## src/rtl/booth_seq_multiplier_pkg.sv

```systemverilog
// Shared widths and FSM encoding for the sequential Booth multiplier.
// N is fixed at 8 because the downstream ripple-carry adder is 8 bits wide.
package booth_seq_multiplier_pkg;
   localparam int N     = 8;
   localparam int CNT_W = 3;

   typedef enum logic [1:0] {
      IDLE = 2'd0,
      CALC = 2'd1,
      DONE = 2'd2
   } state_e;
endpackage

```

## src/rtl/ripple_carry_adder.sv

```systemverilog
// 8-bit ripple-carry adder built from a chain of full-adder cells.
module ripple_carry_adder (
   input  logic [7:0] a,
   input  logic [7:0] b,
   input  logic       cin,
   output logic [7:0] s,
   output logic       cout
);
   logic [8:0] c;

   assign c[0] = cin;

   for (genvar i = 0; i < 8; i++) begin : g_fa
      assign s[i]   = a[i] ^ b[i] ^ c[i];
      assign c[i+1] = (a[i] & b[i]) | (c[i] & (a[i] ^ b[i]));
   end

   assign cout = c[8];
endmodule

```

## src/rtl/booth_seq_multiplier.sv

```systemverilog
// Radix-2 Booth multiplier, signed 8x8 -> 16, one Booth step per clock.
// Valid/ready on both sides; one product in flight at a time.
module booth_seq_multiplier
   import booth_seq_multiplier_pkg::*;
(
   input  logic             clk,
   input  logic             rst_n,
   input  logic             in_valid,
   output logic             in_ready,
   input  logic [N-1:0]     a,
   input  logic [N-1:0]     b,
   output logic             out_valid,
   input  logic             out_ready,
   output logic [2*N-1:0]   p,
   output logic             busy
);
   state_e             state_q, state_d;
   logic [N-1:0]       a_q, a_d;
   logic [N-1:0]       q_q, q_d;
   logic [N-1:0]       m_q, m_d;
   logic               q1_q, q1_d;
   logic [CNT_W-1:0]   cnt_q, cnt_d;
   logic               ov_q, ov_d;
   logic               rdy_en_q;

   logic [N-1:0]       bsel;
   logic               sub;
   logic [N-1:0]       sum;
   logic               cout;
   logic               sgn;

   always_comb begin
      bsel = '0;
      sub  = 1'b0;
      case ({q_q[0], q1_q})
         2'b01:   bsel = m_q;
         2'b10: begin
            bsel = ~m_q;
            sub  = 1'b1;
         end
         default: ;
      endcase
   end

   ripple_carry_adder u_rca (
      .a    (a_q),
      .b    (bsel),
      .cin  (sub),
      .s    (sum),
      .cout (cout)
   );

   // True 9th sum bit: keeps the shift correct when the 8-bit sum overflows (M=-128).
   assign sgn = a_q[N-1] ^ bsel[N-1] ^ cout;

   always_comb begin
      state_d = state_q;
      a_d     = a_q;
      q_d     = q_q;
      m_d     = m_q;
      q1_d    = q1_q;
      cnt_d   = cnt_q;
      ov_d    = ov_q;
      case (state_q)
         IDLE: begin
            if (in_valid && in_ready) begin
               m_d     = a;
               q_d     = b;
               a_d     = '0;
               q1_d    = 1'b0;
               cnt_d   = '0;
               state_d = CALC;
            end
         end
         CALC: begin
            a_d   = {sgn, sum[N-1:1]};
            q_d   = {sum[0], q_q[N-1:1]};
            q1_d  = q_q[0];
            cnt_d = cnt_q + CNT_W'(1);
            if (cnt_q == CNT_W'(N-1)) begin
               state_d = DONE;
               ov_d    = 1'b1;
            end
         end
         DONE: begin
            if (ov_q && out_ready) begin
               ov_d    = 1'b0;
               state_d = IDLE;
            end
         end
         default: state_d = IDLE;
      endcase
   end

   always_ff @(posedge clk or negedge rst_n) begin
      if (!rst_n) begin
         state_q  <= IDLE;
         a_q      <= '0;
         q_q      <= '0;
         m_q      <= '0;
         q1_q     <= 1'b0;
         cnt_q    <= '0;
         ov_q     <= 1'b0;
         rdy_en_q <= 1'b0;
      end else begin
         state_q  <= state_d;
         a_q      <= a_d;
         q_q      <= q_d;
         m_q      <= m_d;
         q1_q     <= q1_d;
         cnt_q    <= cnt_d;
         ov_q     <= ov_d;
         rdy_en_q <= 1'b1;
      end
   end

   // in_ready stays low until the first clock after reset release.
   assign in_ready  = (state_q == IDLE) && rdy_en_q;
   assign busy      = (state_q == CALC) || (state_q == DONE);
   assign out_valid = ov_q;
   assign p         = {a_q, q_q};
endmodule

```

## config.mk

```make
export PLATFORM = sky130hd
export DESIGN_NAME = booth_seq_multiplier
export DESIGN_NICKNAME = d
export VERILOG_FILES = /design/src/rtl/booth_seq_multiplier_pkg.sv /design/src/rtl/ripple_carry_adder.sv /design/src/rtl/booth_seq_multiplier.sv
export SDC_FILE = /design/constraint.sdc
export NUM_CORES = 1
export LEC_CHECK = 0
export CORE_MARGIN = 2
export CORE_UTILIZATION = 47
export CTS_BUF_LIST = sky130_fd_sc_hd__clkbuf_4
export CTS_CLUSTER_DIAMETER = 60
export DETAILED_ROUTE_END_ITERATION = 8
export PLACE_DENSITY = 0.78
export SYNTH_ARGS = -nofsm -noshare
export SYNTH_HDL_FRONTEND = slang
export SYNTH_HIERARCHICAL = 1
export SYNTH_SLANG_ARGS = --single-unit
```

## constraint.sdc

```tcl
create_clock -name clk -period 4.9 [get_ports clk]
set_clock_uncertainty 0.1 [all_clocks]
set_input_delay 1.225 -clock clk [delete_from_list [all_inputs] [get_ports clk]]
set_output_delay 1.225 -clock clk [all_outputs]
set_load 0.01 [all_outputs]
```

* Word level (Yosys, flattened, before mapping)
Cells that the tools add are included.
Storage, ports and cells: register bits after elaboration 32, output and inout bits 19, logic and storage cells 87
Operators by class: $add $sub $neg 1, eq/ne operators 8, mux-type cells 17, bitwise operators 42, reductions and logical operators 11
Operators with widths (count):
- $pmux 8 s2 | 3
- $xor 1x1->1 | 17
- $and 1x1->1 | 16
- $mux 8 | 2
- $not 8->8 | 1
- $or 1x1->1 | 8
- $mux 2 | 3
- $ne 2x2->1 const B | 3
- $pmux 2 s3 | 1
- $pmux 3 s2 | 1
- $reduce_and 3->1 | 2
- $eq 2x1->1 const B | 2
- $eq 2x2->1 const B | 2
- $mux 1 | 4
- $pmux 1 s2 | 2
- $reduce_and 2->1 | 2
- $reduce_bool 2->1 | 2
- $add 3x1->3 const B | 1
- $eq 3x3->1 const B | 1
- $logic_and 1x1->1 | 3
- $mux 3 | 1
- $logic_not 2->1 | 1
- $logic_or 1x1->1 | 1

* Longest topological paths before layout
Gate-level depths: netlist of the first run.
depth after elaboration 21, depth in mapped cells 19, depth with buffers taken out 17

* By module
The synthesis of the first run kept the hierarchy.
By module, submodules not included:
- booth_seq_multiplier | instances 1, cells an instance 134, area an instance 1540.2 um^2
- ripple_carry_adder | instances 1, cells an instance 18, area an instance 197.7 um^2

* Worst setup path before layout of the first run
Ideal clock, no wire load.
kind register to register, start reg q_q[0], end reg a_q[7], library setup time 0.082 ns, arrival time 4.501 ns, slack 0.217 ns, cell stages (with the launch flop) 20, buffers on the path 2, cell sequence dfrtp_1 clkbuf_1 nand2b_1 clkbuf_1 o22ai_1 fa_1 inv_1 fa_1 inv_1 fa_1 fa_1 fa_1 fa_1 fa_1 inv_1 fa_1 inv_1 or3_1 a21bo_1 a31oi_1
Between the ends: word-level cells in the longest chain between the ends 21, elaborated cells on any way between the ends 38, classes of those cells 2 x eq/ne; 3 x mux; 33 x bitwise
Ends and longest elaborated chain:
- start, declared | line booth_seq_multiplier.sv:19 | logic [N-1:0] q_q, q_d;
- start signal, assigned | line booth_seq_multiplier.sv:108 | q_q <= q_d;
- $eq 2x2->1 or $eq 2x1->1 (tied branches) | line booth_seq_multiplier.sv:35 | case ({q_q[0], q1_q})
- $pmux 8 s2 * | line booth_seq_multiplier.sv:35
- named net bsel[0] | line booth_seq_multiplier.sv:26 | logic [N-1:0] bsel;
- $xor 1x1->1 | line ripple_carry_adder.sv:15 | assign c[i+1] = (a[i] & b[i]) | (c[i] & (a[i] ^ b[i]));
- $and 1x1->1 | line ripple_carry_adder.sv:15
- $or 1x1->1 * | line ripple_carry_adder.sv:15
- $and 1x1->1 * | line ripple_carry_adder.sv:15
- $or 1x1->1 * | line ripple_carry_adder.sv:15
- (+7 left out)
- $or 1x1->1 * | line ripple_carry_adder.sv:15
- $and 1x1->1 * | line ripple_carry_adder.sv:15
- $or 1x1->1 * | line ripple_carry_adder.sv:15
- $and 1x1->1 * | line ripple_carry_adder.sv:15
- $or 1x1->1 * | line ripple_carry_adder.sv:15
- named net cout | line booth_seq_multiplier.sv:29 | logic cout;
- $xor 1x1->1 * | line booth_seq_multiplier.sv:54 | assign sgn = a_q[N-1] ^ bsel[N-1] ^ cout;
- $pmux 8 s2 * | line booth_seq_multiplier.sv:64 | case (state_q)
- end signal, assigned | line booth_seq_multiplier.sv:98 | a_q <= '0;
- end signal, assigned | line booth_seq_multiplier.sv:107 | a_q <= a_d;
- end, declared | line booth_seq_multiplier.sv:18 | logic [N-1:0] a_q, a_d;
Mark *: on every way through the listed nets, which the timed path passes. The rest lies on a longest branch. A chain may end at the register's enable or synchronous reset.

* Worst setup path after layout of the first run
start reg q1_q, end reg a_q[7]
Between the ends: word-level cells in the longest chain between the ends 21, elaborated cells on any way between the ends 38, classes of those cells 2 x eq/ne; 3 x mux; 33 x bitwise
Ends and longest elaborated chain:
- start, declared | line booth_seq_multiplier.sv:21 | logic q1_q, q1_d;
- start signal, assigned | line booth_seq_multiplier.sv:110 | q1_q <= q1_d;
- $eq 2x2->1 or $eq 2x1->1 (tied branches) | line booth_seq_multiplier.sv:35
- $pmux 8 s2 * | line booth_seq_multiplier.sv:35
- named net bsel[0] | line booth_seq_multiplier.sv:26
- $xor 1x1->1 | line ripple_carry_adder.sv:15
- $and 1x1->1 | line ripple_carry_adder.sv:15
- $or 1x1->1 * | line ripple_carry_adder.sv:15
- $and 1x1->1 * | line ripple_carry_adder.sv:15
- $or 1x1->1 * | line ripple_carry_adder.sv:15
- (+7 left out)
- $or 1x1->1 * | line ripple_carry_adder.sv:15
- $and 1x1->1 * | line ripple_carry_adder.sv:15
- $or 1x1->1 * | line ripple_carry_adder.sv:15
- $and 1x1->1 * | line ripple_carry_adder.sv:15
- $or 1x1->1 * | line ripple_carry_adder.sv:15
- named net cout | line booth_seq_multiplier.sv:29
- $xor 1x1->1 * | line booth_seq_multiplier.sv:54
- $pmux 8 s2 * | line booth_seq_multiplier.sv:64
Marks and branches as above.

==> summary.md, run 1 <==
| Metric | Value |
|---|---|
| Post-synth net total | `186` |
| Clock Tree Root | `clkbuf_4` |
| Mapped Avg Cell Area | `11.4 um^2` |
| Sequential area share after synthesis | `46.1%` |
| Max cap viols | `0` |
| Gr ovfl total | `0` |
| Die width | `64.8 um` |
| Crit path required time | `5060 ps` |
| Placed Instance Area | `2140 um^2` |
| DRC Markers | `0` |
| ANT nets after route | `0` |
| Top cells by count, synth | `dfrtp_1 (32), nand2_1 (19), inv_1 (17)` |
| Syn. warnings | `6` |
| Clock tree buffer depth | `2` |
| FMAX | `217 MHz` |
| Initial antenna violation count | `0` |
| Post-Syn Area | `1740 um^2` |
| Fin. Hold Viols | `0` |
| Routed vias | `1274` |
| Layout Cells excl Fill | `241` |
| Final WL | `3410 um` |
| Vias in the first global route | `1272` |
| Worst vdd ir | `0.000334 V` |
| P_leak | `1.00 nW` |
| Hold Crit Class | `reg2reg` |
| PwrDens | `627 nW/um^2` |
| Sw frac | `39.6%` |
| Cts hold-fix bufs | `0` |
| Die span in y | `64.8 um` |
| Post-synth top area cell | `dfrtp_1` |
| Flops & latches, synth | `32` |
| Clock Sinks | `32` |
| Placed cells | `233` |
| Comb power frac | `54.6%` |
| CP max FO | `8` |
| Detailed-route wire length per cell | `14.2 um` |
| Hpwl dp | `2490 um` |
| Rel. slew slack | `33.6%` |
| Largest net degree at the start of global routing | `33` |
| P_sw | `0.545 mW` |
| Post-layout util | `60.9%` |
| Via density | `5.29` |
| Area fraction of the dominant cell type after synthesis | `46.1%` |
| Tmin final | `4610 ps` |
| Number of post-CTS setup repair buffers | `0` |
| First-pass GRT wire length | `5770 um` |
| RSZ-0062 raised after global routing | `no` |
| Final period utilization | `94.0%` |
| Layout cells sized above 1 | `11.4%` |
| # diodes | `0` |
| H-Tree Depth | `2` |
| Design Area, Final | `2190 um^2` |
| Cell-internal power | `0.831 mW` |
| Initial Util | `48.2%` |
| Final setup TNS | `0 ps` |
| I/O pins | `39` |
| First DRT Iteration DRCs | `55` |
| Worst Setup End Kind | `register` |
| Core area | `3610 um^2` |
| Synthesized instance count | `152` |
| Max Slew Vio Count | `0` |
| CTS tree | `done` |
| Crit path DAT | `4760 ps` |
| Cell variety after synth | `27` |
| Synth-to-Final Area Change | `26.3%` |
| Total power | `1.38 mW` |
| Async set-reset flop share out of synthesis | `100%` |
| Cts repair resizes | `0` |
| Most numerous cell in the Yosys netlist | `dfrtp_1` |
| Site Rows | `22` |
| Die area | `4200 um^2` |
| IO Port Bufs | `38` |
| Final number of setup-violating endpoints | `0` |
| # nets final | `226` |
| Post-synth EDFFs | `0` |
| Most used DFF post-synth | `dfrtp_1` |
| Layout filler cell count | `302` |
| Pre-antenna DRT Iters | `4` |
| Most area-consuming cells after synthesis | `dfrtp_1 (46%), fa_1 (9.2%), mux2_2 (5.8%), mux2i_1 (5.2%), a22o_1 (5.0%)` |
| CP Launch Type | `register` |
| Slew @ Worst Pin | `995 ps` |
| Register share of total power | `34.5%` |
| TritonCTS buffer count | `5` |
| Clock-pin slew on the worst setup and hold paths | `90 ps` |
| Status | `finished clean` |
| Final GP Congestion | `0.826` |
| Clock share of power | `10.9%` |
| GRT Total Usage | `18.4%` |
| Clk_lat worst skew | `330 ps` |
| Setup CP Type | `reg2reg` |
path summary, 6_finish.rpt:
kind / startpoint / endpoint / slack [ps] / depth (start not counted)
hold / removal: q_q[6] / q_q[6] / 420 / 2
max in group asynchronous: rst_n / m_q[0] / 3220 / 2
setup reg to reg: q1_q / a_q[7] / 290 / 17
setup / recovery: q1_q / a_q[7] / 290 / 17
hold reg to reg: q_q[6] / q_q[6] / 420 / 2
min in group asynchronous: rst_n / m_q[7] / 1190 / 2
logic make-up (layout without fill, tap and decap cells):
logic type / after synthesis / after routing / synth area share, %
and+or+nand+nor: 26 / 26 / 7.78
adders and majority gates: 14 / 14 / 13.5
other: 1 / 1 / 0.216
buffers and inverters: 25 / 66 / 7.27
muxes: 18 / 18 / 11.0
DFF: 32 / 32 / 46.1
AOI/OAI and AO/OA: 36 / 36 / 14.1
worst max-delay path, cell delays in order (launching register included):
cell	delay [ps]
dfrtp_1	350
nand2b_1	270
o22ai_1	150
fa_1	410
inv_1	80
fa_1	170
inv_1	50
fa_1	380
fa_1	400
fa_1	400
fa_1	380
fa_1	380
inv_1	80
fa_1	170
inv_1	50
or3_1	390
a21bo_1	200
a31oi_1	150
cell type report:
cell class / instances / area, um^2 / area share (%)
clock buffers: 7 / 52.6 / 2.39
multi-input cells: 95 / 811 / 36.9
repair buffers: 41 / 403 / 18.4
clock inverters: 1 / 3.75 / 0.171
well taps: 48 / 60.1 / 2.74
inverters: 17 / 63.8 / 2.91
flip-flops and latches: 32 / 801 / 36.5
registers in the layout, summed over array words and instances, names as in the netlist:
name / cells
a_q: 8
m_q: 8
state_q: 2
cnt_q: 3
q_q: 8
out_valid: 1
q1_q: 1
rdy_en_q: 1
layer usage:
layer	vias to the layer above	GRT usage [%]	part of all wire [%]	wire length [um]
li1	600	-	-	-
met1	619	21.8	43	1460
met2	47	30.5	49	1670
met3	8	6.42	6.4	219
met4	0	7.18	1.7	57
met5	-	0	0	0
power by group through the flow:
stage                     combinational, mW  clock, mW  sequential [mW]
final                                 0.752      0.150            0.475
after detailed placement              0.751          0            0.481
after global placement                0.711          0            0.474
after global routing                  0.837      0.172            0.495
after CTS                             0.756      0.157            0.477
after floorplan                       0.492          0            0.488
cell usage in the layout (no fill, tap or decap), drive strengths merged, types with 2 or more instances in the layout:
master	synthesis	final
clkdlybuf4s50	0	38
dfrtp	32	32
nand2	19	19
inv	17	17
o21ai	12	12
a22o	10	10
mux2i	9	9
mux2	9	9
fa	8	8
o22ai	7	7
clkbuf	2	7
ha	6	6
buf	6	3
a31oi	2	2
metrics by stage:
step / setup slack [ps] / hold slack [ps]
floorplan: 217 / 377
global placement: 498 / 388
detailed placement: 291 / 403
CTS: 283 / 426
global route: 75.5 / 452
finish: 294 / 421
Power figures use the tool's default switching activity.
==> inputs of run 2 (changes only) <==
--- a/config.mk
+++ b/config.mk
@@ -5,7 +5,7 @@
 export SDC_FILE = /design/constraint.sdc
 export NUM_CORES = 1
 export LEC_CHECK = 0
-export CORE_MARGIN = 2
+export CORE_MARGIN = 5
 export CORE_UTILIZATION = 47
 export CTS_BUF_LIST = sky130_fd_sc_hd__clkbuf_4
 export CTS_CLUSTER_DIAMETER = 60
==> summary.md, run 2 (synthesis gave the netlist of run 1 again) <==
| Metric | Value |
|---|---|
| Hold depth | `2` |
| GR Util met3 | `4.69%` |
| Status | `finished clean` |
| Tmin final | `4640 ps` |
| # nets final | `226` |
| Die span in y | `70.8 um` |
| CP Launch Type | `register` |
| # diodes | `0` |
| Final setup TNS | `0 ps` |
| CTS tree | `done` |
| DP Worst Slack | `264 ps` |
| Met1 Track Usage GR | `19.0%` |
| Number of post-CTS setup repair buffers | `0` |
| Max Slew Vio Count | `0` |
| PwrDens | `644 nW/um^2` |
| IO Port Bufs | `38` |
| RSZ-0062 raised after global routing | `no` |
| Crit path required time | `5060 ps` |
| Layout filler cell count | `299` |
| R2R Path End | `a_q[7]` |
| Final period utilization | `94.6%` |
| CP max FO | `10` |
| FMAX | `216 MHz` |
| FF-to-FF path depth | `18` |
| Met2 usage | `24.6%` |
| Clock Sinks | `32` |
| Clk_lat worst skew | `340 ps` |
| Cts hold-fix bufs | `0` |
| H-Tree Depth | `2` |
| Worst vdd ir | `0.000312 V` |
| Hold Crit Class | `reg2reg` |
| Via density | `5.19` |
| Clock Tree Root | `clkbuf_4` |
| I/O pins | `39` |
| Initial antenna violation count | `0` |
| Routed vias | `1251` |
| GRT Total Usage | `15.4%` |
| Initial Util | `47.8%` |
| TritonCTS buffer count | `5` |
| Rel. slew slack | `26.9%` |
| Vias in the first global route | `1307` |
| Top Registers | `a_q: 8 flops, m_q: 8 flops, q_q: 8 flops` |
| P_leak | `1.01 nW` |
| Clock-pin slew on the worst setup and hold paths | `90 ps` |
| Comb power frac | `53.0%` |
| Clock tree buffer depth | `2` |
| Largest net degree at the start of global routing | `33` |
| Grt peak-use layer | `met2` |
| Commonest cells after routing, fill and taps aside | `clkdlybuf4s50_1 (38), dfrtp_1 (32), nand2_1 (19), inv_1 (17), o21ai_0 (12)` |
| Total power | `1.43 mW` |
| Setup CP Type | `reg2reg` |
| Max cap viols | `0` |
| Worst Setup End Kind | `register` |
| Hold endpoint | `q_q[3]` |
| First-pass GRT wire length | `6090 um` |
| Die area | `5010 um^2` |
| Final GP Congestion | `0.800` |
| Clock share of power | `13.6%` |
| R2R setup slack | `260 ps` |
| Crit path DAT | `4790 ps` |
| Cts repair resizes | `0` |
| Min-delay src | `q_q[3]` |
| Fin. Hold Viols | `0` |
| Final setup margin | `264 ps` |
| Die width | `70.8 um` |
| Detailed-route wire length per cell | `14.9 um` |
| Worst r2r src | `q1_q` |
| Sw frac | `39.1%` |
| Post-layout util | `61.0%` |
| Commonest non-fill, non-tap cell in the layout | `clkdlybuf4s50_1` |
| Layout cells sized above 1 | `11.4%` |
| Final WL | `3600 um` |
| P_sw | `0.559 mW` |
| Synth-to-Final Area Change | `27.5%` |
| First DRT Iteration DRCs | `56` |
| Core area | `3630 um^2` |
| Pre-antenna DRT Iters | `4` |
| Gr ovfl total | `0` |
| Register share of total power | `33.4%` |
| ANT nets after route | `0` |
| Slew @ Worst Pin | `1100 ps` |
| Cell-internal power | `0.869 mW` |
| Site Rows | `22` |
| DRC Markers | `0` |
| Hpwl dp | `2530 um` |
| Final number of setup-violating endpoints | `0` |
run 2: worst max path at each step:
stage / start / endpoint / cells past startpoint
2_1_floorplan: q_q[0] / a_q[7] / 19
3_3_place_gp: q_q[0] / a_q[7] / 17
3_5_place_dp: q_q[0] / a_q[7] / 17
4_1_cts: q_q[0] / a_q[7] / 17
5_1_grt: q1_q / a_q[7] / 18
6_report: q1_q / a_q[7] / 18
run 2: cell type report:
| type | instances | area (um^2) | area share, % |
|---|---|---|---|
| Sequential cell | 32 | 801 | 36.1 |
| Timing Repair Buffer | 41 | 403 | 18.2 |
| Inverter | 17 | 63.8 | 2.88 |
| Multi-Input combinational cell | 95 | 813 | 36.7 |
| Clock inverter | 3 | 37.5 | 1.69 |
| Tap cell | 48 | 60.1 | 2.71 |
| Clock buffer | 5 | 37.5 | 1.69 |
run 2: layer usage:
layer	part of all wire [%]	routed length, um
met2	47	1690
met4	2.0	72
met1	43	1560
met5	0	0
met3	7.7	276
run 2: worst max-delay path, stage by stage (launching register included):
cell,delay [ps]
dfrtp_1,380
buf_4,170
nand2_1,70
o22ai_1,110
fa_1,410
inv_1,80
fa_1,160
inv_1,50
fa_1,380
fa_1,400
fa_1,410
fa_1,390
fa_1,380
inv_1,90
fa_1,180
inv_1,50
or3_1,400
a21bo_1,210
a31oi_1,150
run 2: power groups by stage:
stage / Sequential [mW] / Combinational [mW] / Clock (mW)
floorplan: 0.488 / 0.492 / 0
global placement: 0.474 / 0.713 / 0
detailed placement: 0.482 / 0.748 / 0
CTS: 0.477 / 0.760 / 0.199
global route: 0.494 / 0.851 / 0.211
finish: 0.476 / 0.757 / 0.195
run 2: through the flow:
step,area (um^2),instances,hold slack (ps)
CTS,2210,241,424
floorplan,1740,152,377
finish,2220,241,421
detailed placement,2140,233,402
global placement,2140,233,388
global route,2220,241,435
